[src/rtl/disp_mux_sched.sv]
`default_nettype none
// ============================================================================
// Module      : disp_mux_sched
// Description : Scan scheduler that shares one hex-to-7-segment decoder
//               across NUM_DIGITS common-anode digits. Each digit gets a
//               dead time with every anode off (anti-ghosting), then its
//               nibble is latched for the decoder and its anode is driven.
//
// Ports       : clk        - system clock (6 MHz oscillator)
//               reset      - synchronous, active-low reset
//               en         - 1 = scan digits, 0 = hold all anodes off
//               digit_val  - packed nibbles, digit i = digit_val[4*i +: 4]
//               hex_sel    - nibble presented to the shared decoder
//               an_n       - active-low anode enables
//               slot       - index of the digit currently blanking/driving
//               frame_tick - one-cycle pulse after every digit was scanned
//
// Revision    : 1.0 - initial release
// ============================================================================
module disp_mux_sched #(
  parameter int NUM_DIGITS   = 2,
  parameter int DWELL_CYCLES = 6000,
  parameter int BLANK_CYCLES = 60
) (
  input  logic                          clk,
  input  logic                          reset,
  input  logic                          en,
  input  logic [4*NUM_DIGITS-1:0]       digit_val,
  output logic [3:0]                    hex_sel,
  output logic [NUM_DIGITS-1:0]         an_n,
  output logic [$clog2(NUM_DIGITS)-1:0] slot,
  output logic                          frame_tick
);

  localparam int c_CNT_MAX = (DWELL_CYCLES > BLANK_CYCLES) ? DWELL_CYCLES : BLANK_CYCLES;
  localparam int c_CNT_W   = $clog2(c_CNT_MAX + 1);
  localparam int c_SLOT_W  = $clog2(NUM_DIGITS);

  localparam logic [c_CNT_W-1:0]  c_BLANK_LAST = c_CNT_W'(BLANK_CYCLES - 1);
  localparam logic [c_CNT_W-1:0]  c_DWELL_LAST = c_CNT_W'(DWELL_CYCLES - 1);
  localparam logic [c_SLOT_W-1:0] c_SLOT_LAST  = c_SLOT_W'(NUM_DIGITS - 1);

  typedef enum logic [0:0] {
    ST_BLANK = 1'b0,
    ST_DRIVE = 1'b1
  } state_t;

  // Scheduler state
  state_t                r_state,     w_state_nxt;
  logic [c_CNT_W-1:0]    r_cnt,       w_cnt_nxt;
  logic [c_SLOT_W-1:0]   r_scan_slot, w_scan_slot_nxt;
  logic                  r_wrapped,   w_wrapped_nxt;

  // Registered outputs
  logic [3:0]            r_hex_sel,    w_hex_sel_nxt;
  logic [NUM_DIGITS-1:0] r_an_n,       w_an_n_nxt;
  logic [c_SLOT_W-1:0]   r_slot_out,   w_slot_out_nxt;
  logic                  r_frame_tick, w_frame_tick_nxt;

  logic [NUM_DIGITS-1:0] w_slot_onehot;
  logic [3:0]            w_cur_nibble;

  generate
    for (genvar gi = 0; gi < NUM_DIGITS; gi++) begin : g_onehot
      assign w_slot_onehot[gi] = (r_scan_slot == c_SLOT_W'(gi));
    end
  endgenerate

  // Nibble of the digit currently owning the decoder
  always_comb begin
    w_cur_nibble = 4'h0;
    for (int i = 0; i < NUM_DIGITS; i++) begin
      if (w_slot_onehot[i]) begin
        w_cur_nibble = digit_val[4*i +: 4];
      end
    end
  end

  // Next-state and next-output logic. Outputs are computed from the state in
  // effect at the edge, so an_n and hex_sel switch on the same edge and the
  // decoder input can never move while an anode is on.
  always_comb begin
    w_state_nxt      = r_state;
    w_cnt_nxt        = r_cnt;
    w_scan_slot_nxt  = r_scan_slot;
    w_wrapped_nxt    = 1'b0;
    w_hex_sel_nxt    = r_hex_sel;
    w_an_n_nxt       = '1;
    w_slot_out_nxt   = r_scan_slot;
    w_frame_tick_nxt = 1'b0;

    if (!en) begin
      // Idle: restart the current slot from a full blank when re-enabled;
      // a pending frame pulse is dropped.
      w_state_nxt   = ST_BLANK;
      w_cnt_nxt     = '0;
      w_hex_sel_nxt = w_cur_nibble;
    end else begin
      case (r_state)
        ST_BLANK: begin
          w_hex_sel_nxt    = w_cur_nibble;
          w_frame_tick_nxt = r_wrapped;
          if (r_cnt == c_BLANK_LAST) begin
            w_state_nxt = ST_DRIVE;
            w_cnt_nxt   = '0;
          end else begin
            w_cnt_nxt = r_cnt + c_CNT_W'(1);
          end
        end
        ST_DRIVE: begin
          w_an_n_nxt = ~w_slot_onehot;
          if (r_cnt == c_DWELL_LAST) begin
            w_state_nxt = ST_BLANK;
            w_cnt_nxt   = '0;
            if (r_scan_slot == c_SLOT_LAST) begin
              w_scan_slot_nxt = '0;
              w_wrapped_nxt   = 1'b1;
            end else begin
              w_scan_slot_nxt = r_scan_slot + c_SLOT_W'(1);
            end
          end else begin
            w_cnt_nxt = r_cnt + c_CNT_W'(1);
          end
        end
        default: begin
          w_state_nxt = ST_BLANK;
          w_cnt_nxt   = '0;
        end
      endcase
    end
  end

  always_ff @(posedge clk) begin
    if (!reset) begin
      r_state      <= ST_BLANK;
      r_cnt        <= '0;
      r_scan_slot  <= '0;
      r_wrapped    <= 1'b0;
      r_hex_sel    <= 4'h0;
      r_an_n       <= '1;
      r_slot_out   <= '0;
      r_frame_tick <= 1'b0;
    end else begin
      r_state      <= w_state_nxt;
      r_cnt        <= w_cnt_nxt;
      r_scan_slot  <= w_scan_slot_nxt;
      r_wrapped    <= w_wrapped_nxt;
      r_hex_sel    <= w_hex_sel_nxt;
      r_an_n       <= w_an_n_nxt;
      r_slot_out   <= w_slot_out_nxt;
      r_frame_tick <= w_frame_tick_nxt;
    end
  end

  assign hex_sel    = r_hex_sel;
  assign an_n       = r_an_n;
  assign slot       = r_slot_out;
  assign frame_tick = r_frame_tick;

endmodule
`default_nettype wire

[config.mk]
export PLATFORM = sky130hd
export DESIGN_NAME = disp_mux_sched
export DESIGN_NICKNAME = d
export VERILOG_FILES = /design/src/rtl/disp_mux_sched.sv
export SDC_FILE = /design/constraint.sdc
export NUM_CORES = 1
export LEC_CHECK = 0
export CAP_MARGIN = 25
export CORE_ASPECT_RATIO = 0.7
export CORE_MARGIN = 8
export CORE_UTILIZATION = 40
export CTS_CLUSTER_DIAMETER = 150
export DETAILED_ROUTE_END_ITERATION = 16
export DONT_BUFFER_PORTS = 1
export RECOVER_POWER = 100
export SLEW_MARGIN = 10
export SYNTH_ARGS = -nofsm -noshare
export SYNTH_HDL_FRONTEND = slang
export SYNTH_SLANG_ARGS = --single-unit
[constraint.sdc]
create_clock -name clk -period 2.4 [get_ports clk]
set_input_delay 0.48 -clock clk [delete_from_list [all_inputs] [get_ports clk]]
set_output_delay 0.48 -clock clk [all_outputs]
set_load 0.01 [all_outputs]
==> impl_metrics.tcl <==
set metrics [dict create \
    power_leakage_nw 0.368 \
    cp-start-kind "register" \
    grtUsageTotal 0.0890 \
    max_stage_delay_ps 580 \
    clkTransAtPathRegs_ps 120 \
    hold_end "hex_sel[1]" \
    layout_min_cycle_time_ps 2170 \
    ir_drop_v 0.000318 \
    synth_cells 105 \
    crit_required_ps 2580 \
    nFillCells 240 \
    grt_pass1_wl_um 3090 \
    drt_iter0_markers 59 \
    cts.sinks 24 \
    cts_resized 0 \
    grt_pass1_vias 623 \
    slew_headroom 0.586 \
    dpl.hpwl_um 1370 \
    port_buffers 0 \
    final_util 0.430 \
    final_cell_area_um2 1040 \
    syn2layout_area_growth_pct 3.48 \
    grt_antenna_before_repair 0 \
    antenna_cells 0 \
    hold_depth 1 \
    vias 704 \
    maxSlewViolCount 0 \
    fp.dieH_um 58.0 \
    path_cells "ha_1, or4b_1, or4_1, o2111ai_2, nor2_1" \
    synthesis.nets 117 \
    setup_viol_count_final 0 \
    drtPass1Iterations 5 \
    finalClockSkew_ps 2.71 \
    cp_slowest_cell "or4_1" \
    r2r_start "r_cnt[0]" \
    end_kind "register" \
    cp_max_fo 13 \
    synth.avg_cell_area_um2 9.59 \
    numCtsBuffers 3 \
    cts-htree-levels 1 \
    synth_area_um2 1010 \
    cts_buffer_depth 2 \
    crit_family "simple AND/OR/NAND/NOR gates" \
    ys_ff_latch 24 \
    ff2ff_path_depth 5 \
    crit_arrival_ps 2350 \
    power_density_nw_per_um2 568 \
    fmax_mhz 461 \
    yosysUniqueCellTypes 30 \
    crit_path_start "r_cnt[0]" \
    root_buffer "clkbuf_4" \
    status "complete, no violations" \
    layout_common_cells "dfxtp_1 (24), nor2_1 (15), nand2_1 (11)" \
    fin_crit_sh 0.904 \
    clock_latency_ps 310 \
    finalPower_mw 0.592 \
    dieArea_um2 4410 \
    drive_gt1_frac 0.0769 \
    core_area_um2 2420 \
    ctsHoldBuffers 0 \
    critPathKind "reg -> reg" \
    ant_nets 0 \
    finalSetupTns_ps 0 \
    gp_congestion 0.854 \
    nets 118 \
    drc 0 \
    ys.warnings.count 0 \
    hold_violations 0 \
    hp-start "reset" \
    cts_tree "built" \
    hold_class "in -> reg" \
    grt_max_degree 14 \
    gr-total-overflow 0 \
    drv.max_cap_violation_count 0 \
    start_util 0.416 \
    rows 15 \
    placed_cell_area_um2 1020 \
    post-cts-setup-buffers 0 \
    wl_um 1820 \
    vias_per_cell 5.10 \
    grt_setup_unrepaired "no" \
    tightest_slew_ps 620 \
    ff2ff_setup_slack_ps 230 \
    wl_per_cell_um 13.2 \
    ios 19 \
    crit_buf_inv 0 \
    layout_commonest_cell "dfxtp_1" \
    die-width_um 76.0 \
    ys_seq_area_frac 0.477 \
    reg2reg_to "r_cnt[5]" \
]
-- kinds of logic (layout without fill, tap and decap cells) --
group                    count (synthesis)  in the layout  share of synthesized area
AO/OA/AOI/OAI                            8              8                     0.0720
flip-flops                              24             24                      0.477
buffers and inverters                    7              6                     0.0373
adder cells (fa/ha/maj)                  1              1                     0.0124
multiplexers                             4              4                     0.0398
AND/OR/NAND/NOR                         50             50                      0.266
XOR/XNOR                                11             11                     0.0956
-- synth_stat cells --
master	n	area share
a21boi_1	1	0.0075
a21oi_1	1	0.0050
and2_1	1	0.0062
and4_1	1	0.0087
and4_2	1	0.0099
buf_4	1	0.0075
buf_6	1	0.011
clkbuf_1	2	0.0075
dfxtp_1	24	0.48
ha_1	1	0.012
inv_1	3	0.011
mux2i_1	4	0.040
nand2_1	11	0.041
nand2_2	1	0.0062
nand3_1	5	0.025
nand4_1	3	0.019
nor2_1	15	0.056
nor3_1	2	0.0099
nor3b_1	1	0.0075
nor4_1	1	0.0062
o2111ai_2	1	0.015
o211a_1	4	0.040
o21ai_0	1	0.0050
or3_1	2	0.012
or3b_2	1	0.0087
or4_1	1	0.0075
or4_4	2	0.022
or4b_1	2	0.020
xnor2_1	5	0.043
xor2_1	6	0.052
-- registers in the layout (all words and copies together) (netlist names) --
register / count
r_state: 1
slot: 1
frame_tick: 1
hex_sel: 4
an_n: 2
r_wrapped: 1
r_cnt: 13
r_scan_slot: 1
-- power breakdown --
part           leakage [nW]  total (mW)  switching, mW  internal [mW]
clock network        0.0138       0.169          0.110         0.0587
registers             0.195       0.409        0.00522          0.404
logic                 0.160      0.0145        0.00771        0.00682
-- final cells by class --
type                    instances  area (µm²)  share of cell area
flip-flops and latches         24         480               0.461
multi-input cells              74         485               0.466
clock buffers                   3        22.5              0.0216
inverters                       3        11.3              0.0108
well taps                      34        42.5              0.0408
-- how the worst max path moves through the flow --
stage / depth (start not counted) / slack, ps / to
2_1_floorplan: 6 / 450 / r_cnt[5]
3_3_place_gp: 5 / 330 / r_cnt[11]
3_5_place_dp: 5 / 280 / r_cnt[5]
4_1_cts: 5 / 260 / r_cnt[5]
5_1_grt: 5 / 100 / r_cnt[3]
6_report: 5 / 230 / r_cnt[5]
-- per-stage QoR --
stage / setup slack, ps / hold WS (ps) / std cells
3_3_place_gp: 328 / 434 / 135
5_1_grt: 102 / 252 / 138
4_1_cts: 259 / 270 / 138
6_report: 231 / 283 / 138
2_1_floorplan: 454 / 417 / 105
3_5_place_dp: 278 / 455 / 135
-- per-layer routing --
metal,share of wire,vias up,GRT usage
met5,0,-,0
met4,0.019,0,0.0500
met3,0.062,5,0.0386
met2,0.42,20,0.119
met1,0.50,314,0.115
li1,-,365,-
-- worst reg2reg max path: cells and delay by family (launching register included) --
family / cells / cell delay [ps]
AND/OR/NAND/NOR: 3 / 1150
flip-flops: 1 / 370
AO/OA/AOI/OAI: 1 / 280
adder cells (fa/ha/maj): 1 / 240
No activity file was read; power rests on OpenSTA's default activity.
